--- src/rtl/mw_pipe_reg.sv ---
// Memory-to-writeback pipeline register: two-entry elastic buffer (head + skid)
// with forwarding taps and a saturating backpressure counter.
module mw_pipe_reg #(
  parameter int unsigned DATA_W = 16,
  parameter int unsigned RA_W   = 3,
  parameter int unsigned CNT_W  = 16
) (
  input  logic              clk,
  input  logic              rst_n,
  input  logic              flush,
  input  logic              in_valid,
  output logic              in_ready,
  input  logic              in_mtr,
  input  logic              in_rw,
  input  logic [RA_W-1:0]   in_rd,
  input  logic [DATA_W-1:0] in_alu,
  input  logic [DATA_W-1:0] in_mem,
  output logic              out_valid,
  input  logic              out_ready,
  output logic              out_mtr,
  output logic              out_rw,
  output logic [RA_W-1:0]   out_rd,
  output logic [DATA_W-1:0] out_alu,
  output logic [DATA_W-1:0] out_mem,
  output logic [DATA_W-1:0] out_wb_data,
  output logic              fwd_en,
  output logic [RA_W-1:0]   fwd_rd,
  output logic [DATA_W-1:0] fwd_data,
  output logic [CNT_W-1:0]  stall_cnt
);

  typedef enum logic [1:0] {EMPTY, ONE, TWO} state_t;

  state_t state, state_nx;
  logic   armed;

  logic              h_mtr, h_rw, s_mtr, s_rw;
  logic [RA_W-1:0]   h_rd, s_rd;
  logic [DATA_W-1:0] h_alu, h_mem, s_alu, s_mem;

  logic in_fire, out_fire;
  logic ld_head_in, ld_head_skid, ld_skid;

  // armed keeps in_ready low through reset and releases it on the first edge after
  assign in_ready  = armed && (state != TWO);
  assign out_valid = (state != EMPTY);
  assign in_fire   = in_valid && in_ready;
  assign out_fire  = out_valid && out_ready;

  always_comb begin
    state_nx     = state;
    ld_head_in   = 1'b0;
    ld_head_skid = 1'b0;
    ld_skid      = 1'b0;
    case (state)
      EMPTY: begin
        if (in_fire) begin
          state_nx   = ONE;
          ld_head_in = 1'b1;
        end
      end
      ONE: begin
        if (in_fire && out_fire) begin
          ld_head_in = 1'b1;
        end else if (in_fire) begin
          state_nx = TWO;
          ld_skid  = 1'b1;
        end else if (out_fire) begin
          state_nx = EMPTY;
        end
      end
      TWO: begin
        if (out_fire) begin
          state_nx     = ONE;
          ld_head_skid = 1'b1;
        end
      end
      default: state_nx = EMPTY;
    endcase
    if (flush) begin
      state_nx     = EMPTY;
      ld_head_in   = 1'b0;
      ld_head_skid = 1'b0;
      ld_skid      = 1'b0;
    end
  end

  always_ff @(posedge clk or negedge rst_n) begin
    if (!rst_n) begin
      state <= EMPTY;
      armed <= 1'b0;
    end else begin
      state <= state_nx;
      armed <= 1'b1;
    end
  end

  always_ff @(posedge clk or negedge rst_n) begin
    if (!rst_n) begin
      h_mtr <= 1'b0;
      h_rw  <= 1'b0;
      h_rd  <= '0;
      h_alu <= '0;
      h_mem <= '0;
    end else if (ld_head_in) begin
      h_mtr <= in_mtr;
      h_rw  <= in_rw;
      h_rd  <= in_rd;
      h_alu <= in_alu;
      h_mem <= in_mem;
    end else if (ld_head_skid) begin
      h_mtr <= s_mtr;
      h_rw  <= s_rw;
      h_rd  <= s_rd;
      h_alu <= s_alu;
      h_mem <= s_mem;
    end
  end

  always_ff @(posedge clk or negedge rst_n) begin
    if (!rst_n) begin
      s_mtr <= 1'b0;
      s_rw  <= 1'b0;
      s_rd  <= '0;
      s_alu <= '0;
      s_mem <= '0;
    end else if (ld_skid) begin
      s_mtr <= in_mtr;
      s_rw  <= in_rw;
      s_rd  <= in_rd;
      s_alu <= in_alu;
      s_mem <= in_mem;
    end
  end

  always_ff @(posedge clk or negedge rst_n) begin
    if (!rst_n) begin
      stall_cnt <= '0;
    end else if (out_valid && !out_ready && !flush && (stall_cnt != '1)) begin
      stall_cnt <= stall_cnt + CNT_W'(1);
    end
  end

  assign out_mtr     = h_mtr;
  assign out_rw      = h_rw;
  assign out_rd      = h_rd;
  assign out_alu     = h_alu;
  assign out_mem     = h_mem;
  assign out_wb_data = h_mtr ? h_mem : h_alu;
  assign fwd_en      = out_valid && h_rw;
  assign fwd_rd      = h_rd;
  assign fwd_data    = out_wb_data;

endmodule

--- config.mk ---
export PLATFORM = sky130hd
export DESIGN_NAME = mw_pipe_reg
export DESIGN_NICKNAME = d
export VERILOG_FILES = /design/src/rtl/mw_pipe_reg.sv
export SDC_FILE = /design/constraint.sdc
export NUM_CORES = 1
export LEC_CHECK = 0
export ABC_CLOCK_PERIOD_IN_PS = 2900
export BUFFER_PORTS_ARGS = -buffer_cell sky130_fd_sc_hd__buf_2
export CAP_MARGIN = 20
export CORE_ASPECT_RATIO = 0.9
export CORE_MARGIN = 2
export CORE_UTILIZATION = 55
export DETAILED_ROUTE_END_ITERATION = 8
export PLACE_DENSITY = 0.92
export SYNTH_ARGS = -nofsm -noshare
export SYNTH_HDL_FRONTEND = slang
export SYNTH_SLANG_ARGS = --single-unit
--- constraint.sdc ---
create_clock -name clk -period 2.9 [get_ports clk]
set_input_delay 0.58 -clock clk [delete_from_list [all_inputs] [get_ports clk]]
set_output_delay 0.58 -clock clk [all_outputs]
set_load 0.1 [all_outputs]
==> flow_metrics.env, run 1 <==
export IMPL_worstPathArrival_ns=1.74
export IMPL_drc=0
export IMPL_area_delta_synth_final_pct=18.9
export IMPL_ys_warn_count=0
export IMPL_overflow=0
export IMPL_postCtsSetupBuffers=0
export IMPL_rows=30
export IMPL_layout_drive_gt1_share_pct=48.2
export IMPL_yosysTopAreaCellShare_pct=53.9
export IMPL_hp_class="input pin to async pin"
export IMPL_critical_path_class="flip-flop to output port"
export IMPL_cts_tree="done"
export IMPL_numCtsBuffers=9
export IMPL_seq_area_um2=2330
export IMPL_synth_xor_xnor_area_share_pct=1.83
export IMPL_p_leak_uw=0.00260
export IMPL_syn_area_um2=4320
export IMPL_met3_wirelength_um=540
export IMPL_slowest_stage="nor2_1"
export IMPL_synth_adder_area_share_pct=0.290
export IMPL_finalWeightedCongestion=0.909
export IMPL_powerDensity_nw_per_um2=1010
export IMPL_postCtsHoldBufs=0
export IMPL_htree_levels=3
export IMPL_ios=133
export IMPL_critical_path_max_stage_delay_ns=0.51
export IMPL_irDropWorstVdd_mv=0.689
export IMPL_stdcell_count=552
export IMPL_ys_seq_area_share_pct=53.9
export IMPL_dp_hpwl_um=6980
export IMPL_drtIter0Drc=216
export IMPL_wl_met2_um=5120
export IMPL_synth_top_family_by_area="multiplexers"
export IMPL_cts_repair_resized=0
export IMPL_worstSkewPairLatency_ns=0.36
export IMPL_clk_pin_slew_ns=0.09
export IMPL_die_w_um=97.4
export IMPL_drt_met1_wl_um=4070
export IMPL_dp_cells=536
export IMPL_drt_wl_total_um=9890
export IMPL_grt_max_degree=38
export IMPL_synth_avg_cell_area_um2=12.8
export IMPL_synthArstFlopShare_pct=100
export IMPL_layout_commonest_cell="buf_2"
export IMPL_die_area_um2=8570
export IMPL_fin_skew_ns=0.0111
export IMPL_top_layer="met4"
export IMPL_dr_pass1_iters=5
export IMPL_finalHoldViolCount=0
export IMPL_synth_mux_area_fraction_pct=15.1
export IMPL_antenna_found_initial=0
export IMPL_postRouteAntennaNets=0
export IMPL_synth_simple_area_share_pct=12.8
export IMPL_finalCriticalPeriod_ns=2.32
export IMPL_wire_per_inst_um=17.9
export IMPL_multi_input_area_um2=1760
export IMPL_fin_crit_sh_pct=80.0
export IMPL_synth_edf_count=0
export IMPL_crit_chain="nor2_1 -> nor2b_2 -> buf_2"
export IMPL_fmax_mhz=431
export IMPL_fillers=586
export IMPL_synth_compound_area_share_pct=10.4
export IMPL_synth_seq_cells=93
export IMPL_final_setup_tns_ns=0
export IMPL_synth_cells=338
export IMPL_max_clock_path_buffers=2
export IMPL_place_ws_ns=0.507
export IMPL_die_h_um=88.0
export IMPL_dr_total_vias=3233
export IMPL_end_kind="output port"
export IMPL_start_util_pct=56.9
export IMPL_synth_area_leader_cell="dfrtp_1"
export IMPL_worstPathRequired_ns=2.32
export IMPL_drv_cap=0
export IMPL_synth_ff_type="dfrtp_1"
export IMPL_root_buffer="clkbuf_8"
export IMPL_grt_pass1_vias=3196
export IMPL_slew_headroom_pct=41.9
export IMPL_yosysUniqueCellTypes=45
export IMPL_layout_common_cells="buf_2 (131), dfrtp_1 (92), mux2_2 (55), a221o_1 (37), and2_1 (33)"
export IMPL_critPathMaxFanout=8
export IMPL_grt_usage_pct=23.6
export IMPL_clock_sinks=93
export IMPL_synth_net_count=381
export IMPL_total_power_uw=5180
export IMPL_routed_via_density=5.86
export IMPL_finalSetupViolCount=0
export IMPL_tightest_slew_ns=0.871
export IMPL_rsz0062_at_grt="false"
export IMPL_antenna_diode_count=0
export IMPL_io_buffers=132
export IMPL_status="finished clean"
export IMPL_drv_slew=0
export IMPL_fin_ws_ns=0.579
export IMPL_final_nets=494
export IMPL_grt_pass1_wl_um=16000
export IMPL_start_kind="flip-flop"
export IMPL_core_um2=7580
export IMPL_synth_area_leaders="dfrtp_1 (54%), mux2_2 (14%), a221o_1 (8.6%)"
-- metrics by stage --
step	cell area [µm²]	util [%]	hold slack (ns)
finish	5130	67.7	0.157
global placement	4930	65.0	0.477
global route	5130	67.7	0.178
CTS	5130	67.7	0.161
detailed placement	4930	65.0	0.486
floorplan	4320	-	0.284
-- final timing paths --
| kind | start | to | slack [ns] | cells past startpoint |
|---|---|---|---|---|
| hold reg to reg | s_mem[11] | s_mem[11] | 0.50 | 1 |
| min in group clk | flush | state[0] | 0.45 | 2 |
| setup reg to reg | state[0] | out_mem[9] | 0.68 | 5 |
| hold / removal | rst_n | s_mem[10] | 0.16 | 1 |
| max in group asynchronous | rst_n | s_mtr | 2.09 | 2 |
| setup / recovery | state[1] | fwd_en | 0.58 | 3 |
-- state kept, by name, indices dropped and copies added, names as in the netlist, 2 cells and up --
name / cells
s_mem: 16
s_rd: 3
out_mem: 16
fwd_rd: 3
stall_cnt: 16
state: 2
s_alu: 16
out_alu: 16
-- report_power, final --
group / total, µW / internal (µW) / switching [µW]
Sequential: 1710 / 1520 / 194
Combinational: 2610 / 430 / 2180
Clock: 867 / 406 / 461
Total: 5180 / 2350 / 2830
-- cell usage after synthesis (4+ instances only) --
library cell	count
a221o_1	37
and2_0	4
and2_1	33
buf_2	10
buf_4	22
clkbuf_1	4
dfrtp_1	93
mux2_2	55
nand2_1	6
nand3_1	7
nor2_1	8
nor3_1	4
xnor2_1	4
xor2_1	5
-- per-layer routing --
layer  GRT usage [%]  up-vias
li1                -     1450
met4            10.1        0
met2            39.9      132
met3            4.23       16
met1            30.6     1635
met5               0        -
-- worst max-delay path, delay by kind of cell (launching register included) --
family,cells,cell delay [ns]
flops,1,0.48
simple gates,2,0.59
buf+inv,1,0.31
-- area by class of cell --
type                    count  area share, %
well taps                  96           2.34
flip-flops and latches     93           45.4
repair buffers            139           13.9
clock buffers              10           2.49
inverters                   2          0.146
multi-input cells         206           34.3
clock inverters             6           1.41
-- cell families (layout without fill, tap and decap cells) --
family,count (synthesis),in the layout
flops,93,93
simple gates,88,88
mux,58,58
compound gates,49,49
buf+inv,39,157
xor+xnor,9,9
fa+ha+maj,1,1
other cells,1,1
No activity file was read; power rests on OpenSTA's default activity.
==> run 2: changes to the inputs <==
==> config.mk (replaced) <==
export PLATFORM = sky130hd
export DESIGN_NAME = mw_pipe_reg
export DESIGN_NICKNAME = d
export VERILOG_FILES = /design/src/rtl/mw_pipe_reg.sv
export SDC_FILE = /design/constraint.sdc
export NUM_CORES = 1
export LEC_CHECK = 0
export ABC_CLOCK_PERIOD_IN_PS = 2250
export BUFFER_PORTS_ARGS = -buffer_cell sky130_fd_sc_hd__buf_2
export CAP_MARGIN = 20
export CORE_ASPECT_RATIO = 0.9
export CORE_MARGIN = 2
export CORE_UTILIZATION = 51
export DETAILED_ROUTE_END_ITERATION = 8
export PLACE_DENSITY = 0.87
export SYNTH_ARGS = -nofsm -noshare
export SYNTH_HDL_FRONTEND = slang
export SYNTH_SLANG_ARGS = --single-unit
==> constraint.sdc (replaced) <==
create_clock -name clk -period 2.25 [get_ports clk]
set_input_delay 0.45 -clock clk [delete_from_list [all_inputs] [get_ports clk]]
set_output_delay 0.45 -clock clk [all_outputs]
set_load 0.1 [all_outputs]
==> run 2 against run 1 <==
Against the previous run: global-route usage shrank 2.5 points; clock power is 30% higher; register-to-register slack got worse by 0.38 ns; largest power group unchanged; hold slack worse by 0.12 ns; sequential share of layout area decreased by 0.10 points; final area increased by 1.2%; first-iteration DRC count is 32% lower; worst setup slack worse by 0.49 ns; count of clock-buffer cells in the layout unchanged; sequential cell count is the same; via count is 1.8% lower; routed wire length fell by 3.5%.
==> flow_metrics.env, run 2 (synthesized netlist as in run 1, its figures left out) <==
export IMPL_status="finished clean"
export IMPL_fin_crit_sh_pct=95.8
export IMPL_finalWeightedCongestion=0.832
export IMPL_grt_pass1_wl_um=15400
export IMPL_ios=133
export IMPL_fillers=640
export IMPL_cts_tree="done"
export IMPL_final_nets=491
export IMPL_fin_skew_ns=0.0153
export IMPL_drtIter0Drc=147
export IMPL_drc=0
export IMPL_worstPathRequired_ns=1.80
export IMPL_drt_wl_total_um=9550
export IMPL_wire_per_inst_um=17.3
export IMPL_grt_max_degree=58
export IMPL_layout_common_cells="buf_2 (131), dfrtp_1 (75), mux2_2 (46), a221o_1 (37), and2_1 (33)"
export IMPL_clk_pin_slew_ns=0.10
export IMPL_dr_pass1_iters=4
export IMPL_reg2reg_depth=4
export IMPL_worstReg2RegEnd="out_alu[3]"
export IMPL_dp_hpwl_um=6680
export IMPL_hp_class="input pin to async pin"
export IMPL_final_util_pct=63.8
export IMPL_worstSkewPairLatency_ns=0.36
export IMPL_irDropWorstVdd_mv=0.799
export IMPL_powerDensity_nw_per_um2=1290
export IMPL_top_layer="met4"
export IMPL_layout_commonest_cell="buf_2"
export IMPL_postRouteAntennaNets=0
export IMPL_antenna_diode_count=0
export IMPL_clkPwrFrac_pct=16.8
export IMPL_slew_headroom_pct=40.3
export IMPL_tightest_slew_ns=0.894
export IMPL_worstPathArrival_ns=1.71
export IMPL_htree_levels=3
export IMPL_rows=31
export IMPL_dp_cells=536
export IMPL_core_um2=8150
export IMPL_layout_drive_gt1_share_pct=51.9
export IMPL_numCtsBuffers=9
export IMPL_postCtsSetupBuffers=0
export IMPL_switching_share_pct=54.2
export IMPL_total_power_uw=6720
export IMPL_p_seq_share_pct=33.0
export IMPL_max_clock_path_buffers=2
export IMPL_fmax_mhz=464
export IMPL_seq_area_um2=2350
export IMPL_critPathMaxFanout=18
export IMPL_antenna_found_initial=0
export IMPL_postCtsHoldBufs=0
export IMPL_wl_met2_um=4550
export IMPL_start_util_pct=53.0
export IMPL_finalCriticalPeriod_ns=2.16
export IMPL_grt_usage_pct=21.1
export IMPL_finalSetupViolCount=0
export IMPL_p_comb_share_pct=50.2
export IMPL_met3_wirelength_um=650
export IMPL_clock_sinks=93
export IMPL_end_kind="output port"
export IMPL_switchingPower_uw=3640
export IMPL_overflow=0
export IMPL_routed_via_density=5.75
export IMPL_multi_input_area_um2=1810
export IMPL_grt_pass1_vias=3067
export IMPL_drv_slew=0
export IMPL_critical_path_class="flip-flop to output port"
export IMPL_area_delta_synth_final_pct=20.3
export IMPL_drt_met1_wl_um=4230
export IMPL_reg2reg_slack_ns=0.30
export IMPL_root_buffer="clkbuf_8"
export IMPL_hold_slack_ns=0.0338
export IMPL_finalHoldViolCount=0
export IMPL_die_w_um=101
export IMPL_dr_total_vias=3176
export IMPL_stdcell_count=552
export IMPL_rsz0062_at_grt="false"
export IMPL_drv_cap=0
export IMPL_die_h_um=91.3
export IMPL_die_area_um2=9220
export IMPL_io_buffers=132
export IMPL_internal_power_uw=3080
export IMPL_cts_repair_resized=1
export IMPL_p_leak_uw=0.00261
export IMPL_r2r_start="state[0]"
export IMPL_start_kind="flip-flop"
run 2: cell count changes in the layout (fill, tap and decap cells not counted), moves of 2 or more:
cell        delta
dfrtp_1       -17
dfrtp_2       +16
mux2_2         -9
mux2_4         +9
buf_4          -4
clkinv_4       +2
clkinvlp_4     -2
run 2: stage by stage:
stage	area (µm²)	TNS, ns	setup slack, ns
after global placement	4990	0	0.304
after global routing	5190	0	0.0348
after CTS	5190	0	0.0771
after detailed placement	4990	0	0.226
after floorplan	4420	-0.0900	-0.0900
final	5190	0	0.0936
run 2: cell type report:
class / count / share of cell area, %
clock buffer: 10 / 2.46
clock inverter: 6 / 1.40
inverter: 2 / 0.145
multi-input combinational: 206 / 34.8
sequential: 93 / 45.3
tap: 99 / 2.38
timing repair buffer: 136 / 13.6
run 2: power groups by stage:
stage	registers [µW]	logic (µW)	clock network, µW
5_1_grt	2260	3480	1220
3_3_place_gp	2230	3350	0
3_5_place_dp	2250	3380	0
6_report	2220	3370	1130
2_1_floorplan	3320	1940	0
4_1_cts	2220	3390	1150
run 2: worst max-delay path, cell delays in order (launching register included):
cell and delay, ns:
dfrtp_4 0.63, mux2_2 0.29, buf_2 0.42
run 2: worst max-delay path by stage:
stage | depth (start not counted) | from | to
after floorplan | 2 | state[0] | in_ready
after global placement | 5 | out_ready | out_mem[0]
after detailed placement | 5 | out_ready | out_alu[3]
after CTS | 2 | out_mtr | fwd_data[0]
after global routing | 2 | out_mtr | fwd_data[0]
final | 2 | out_mtr | fwd_data[3]
run 2: layer usage:
layer	global-route usage, %	vias up
met3	5.70	11
met4	4.62	0
met2	35.2	133
met5	0	-
li1	-	1444
met1	27.6	1588
==> run 3: changes to the inputs <==
--- a/config.mk
+++ b/config.mk
@@ -13,6 +13,7 @@
 export CORE_UTILIZATION = 51
 export DETAILED_ROUTE_END_ITERATION = 8
 export PLACE_DENSITY = 0.87
+export REMOVE_ABC_BUFFERS = 1
 export SYNTH_ARGS = -nofsm -noshare
 export SYNTH_HDL_FRONTEND = slang
 export SYNTH_SLANG_ARGS = --single-unit
==> run 3 against run 2 <==
Against the previous run: sequential cell count is the same; routed wire length grew 9.9%; final area grew 9.2%; utilization grew 5.9 points; non-clock buffer count grew 6; final cell count grew 0.91%; power grew 10%; clock power grew 8%; die area is the same; global-route usage grew 3.0 points; largest power group unchanged.
==> flow_metrics.env, run 3 (synthesized netlist as in run 1, its figures left out) <==
export IMPL_finalCriticalPeriod_ns=2.15
export IMPL_finalHoldViolCount=0
export IMPL_fmax_mhz=465
export IMPL_tightest_slew_ns=0.596
export IMPL_ios=133
export IMPL_grt_pass1_wl_um=17200
export IMPL_cts_repair_resized=0
export IMPL_start_util_pct=53.0
export IMPL_rows=31
export IMPL_slew_headroom_pct=60.3
export IMPL_root_buffer="clkbuf_8"
export IMPL_hp_class="input pin to async pin"
export IMPL_crit_start="out_mtr"
export IMPL_drv_slew=0
export IMPL_powerDensity_nw_per_um2=1310
export IMPL_grt_busiest_layer="met2"
export IMPL_layout_commonest_cell="buf_2"
export IMPL_area_delta_synth_final_pct=31.4
export IMPL_status="finished clean"
export IMPL_drt_wl_total_um=10500
export IMPL_worstPathArrival_ns=1.70
export IMPL_fin_crit_sh_pct=95.7
export IMPL_postCtsSetupBuffers=0
export IMPL_dp_hpwl_um=7500
export IMPL_critical_path_class="flip-flop to output port"
export IMPL_finalSetupViolCount=0
export IMPL_clock_sinks=93
export IMPL_rsz0062_at_grt="false"
export IMPL_antenna_diode_count=0
export IMPL_final_setup_tns_ns=0
export IMPL_io_buffers=132
export IMPL_layout_drive_gt1_share_pct=47.8
export IMPL_grt_util_met3_pct=8.01
export IMPL_die_w_um=101
export IMPL_grt_util_met1_pct=30.7
export IMPL_dr_total_vias=3230
export IMPL_p_leak_uw=0.00278
export IMPL_fin_ws_ns=0.0978
export IMPL_finalWeightedCongestion=0.870
export IMPL_numCtsBuffers=9
export IMPL_dr_pass1_iters=4
export IMPL_worstPathRequired_ns=1.80
export IMPL_postCtsHoldBufs=0
export IMPL_core_um2=8150
export IMPL_die_area_um2=9220
export IMPL_postRouteAntennaNets=0
export IMPL_grt_max_degree=46
export IMPL_drtIter0Drc=141
export IMPL_overflow=0
export IMPL_worstSkewPairLatency_ns=0.36
export IMPL_cts_tree="done"
export IMPL_fin_skew_ns=0.0138
export IMPL_place_ws_ns=0.297
export IMPL_drv_cap=0
export IMPL_layout_common_cells="buf_2 (99), dfrtp_1 (93), mux2_2 (55), a221o_1 (37), buf_12 (34)"
export IMPL_die_h_um=91.3
export IMPL_grt_usage_pct=24.0
export IMPL_hold_slack_ns=0.0982
export IMPL_end_kind="output port"
export IMPL_wire_per_inst_um=18.8
export IMPL_htree_levels=3
export IMPL_critPathMaxFanout=8
export IMPL_drc=0
export IMPL_irDropWorstVdd_mv=0.919
export IMPL_fillers=561
export IMPL_grtUsageMet2_pct=39.2
export IMPL_r2r_start="stall_cnt[0]"
export IMPL_max_clock_path_buffers=2
export IMPL_start_kind="flip-flop"
export IMPL_clk_pin_slew_ns=0.09
export IMPL_antenna_found_initial=0
export IMPL_final_nets=497
export IMPL_grt_pass1_vias=3407
export IMPL_routed_via_density=5.80
[run 3: layout make-up]
class                      instances  area (µm²)  area share, %
clock inverter                     3        68.8           1.21
inverter                           2        7.51          0.132
tap                               99         124           2.18
clock buffer                      12         145           2.56
sequential                        93        2330           41.0
timing repair buffer             142        1240           21.9
multi-input combinational        206        1760           31.0
[run 3: critical path: stages, from the launching register on]
cell	delay, ns
dfrtp_1	0.51
buf_4	0.25
mux2_2	0.41
buf_12	0.18
[run 3: power by group]
part	leakage (µW)	total, µW	switching (µW)	internal [µW]
Sequential	0.00120	2190	235	1960
Combinational	0.00148	4000	2940	1060
Clock	0.000107	1220	563	656
Total	0.00278	7410	3730	3670
[run 3: per-stage QoR]
step	utilization, %	total power, µW	area [µm²]	cells
global route	69.6	7640	5670	557
global placement	67.0	6140	5460	542
floorplan	-	5020	4080	301
detailed placement	67.0	6230	5460	542
CTS	69.6	7450	5670	557
finish	69.6	7410	5670	557
[run 3: worst paths after layout]
kind | to | slack (ns) | depth (start not counted)
min reg2reg | s_mem[0] | 0.50 | 1
max in group asynchronous | out_alu[7] | 1.54 | 2
max reg2reg | stall_cnt[10] | 0.39 | 5
max | out_wb_data[9] | 0.1 | 3
min | stall_cnt[9] | 0.1 | 1
min in group clk | state[0] | 0.33 | 2
[run 3: layer usage]
layer	part of all wire [%]	up-vias
met5	0	-
met4	0.92	0
met3	7.0	8
met2	51	127
met1	41	1637
li1	-	1458
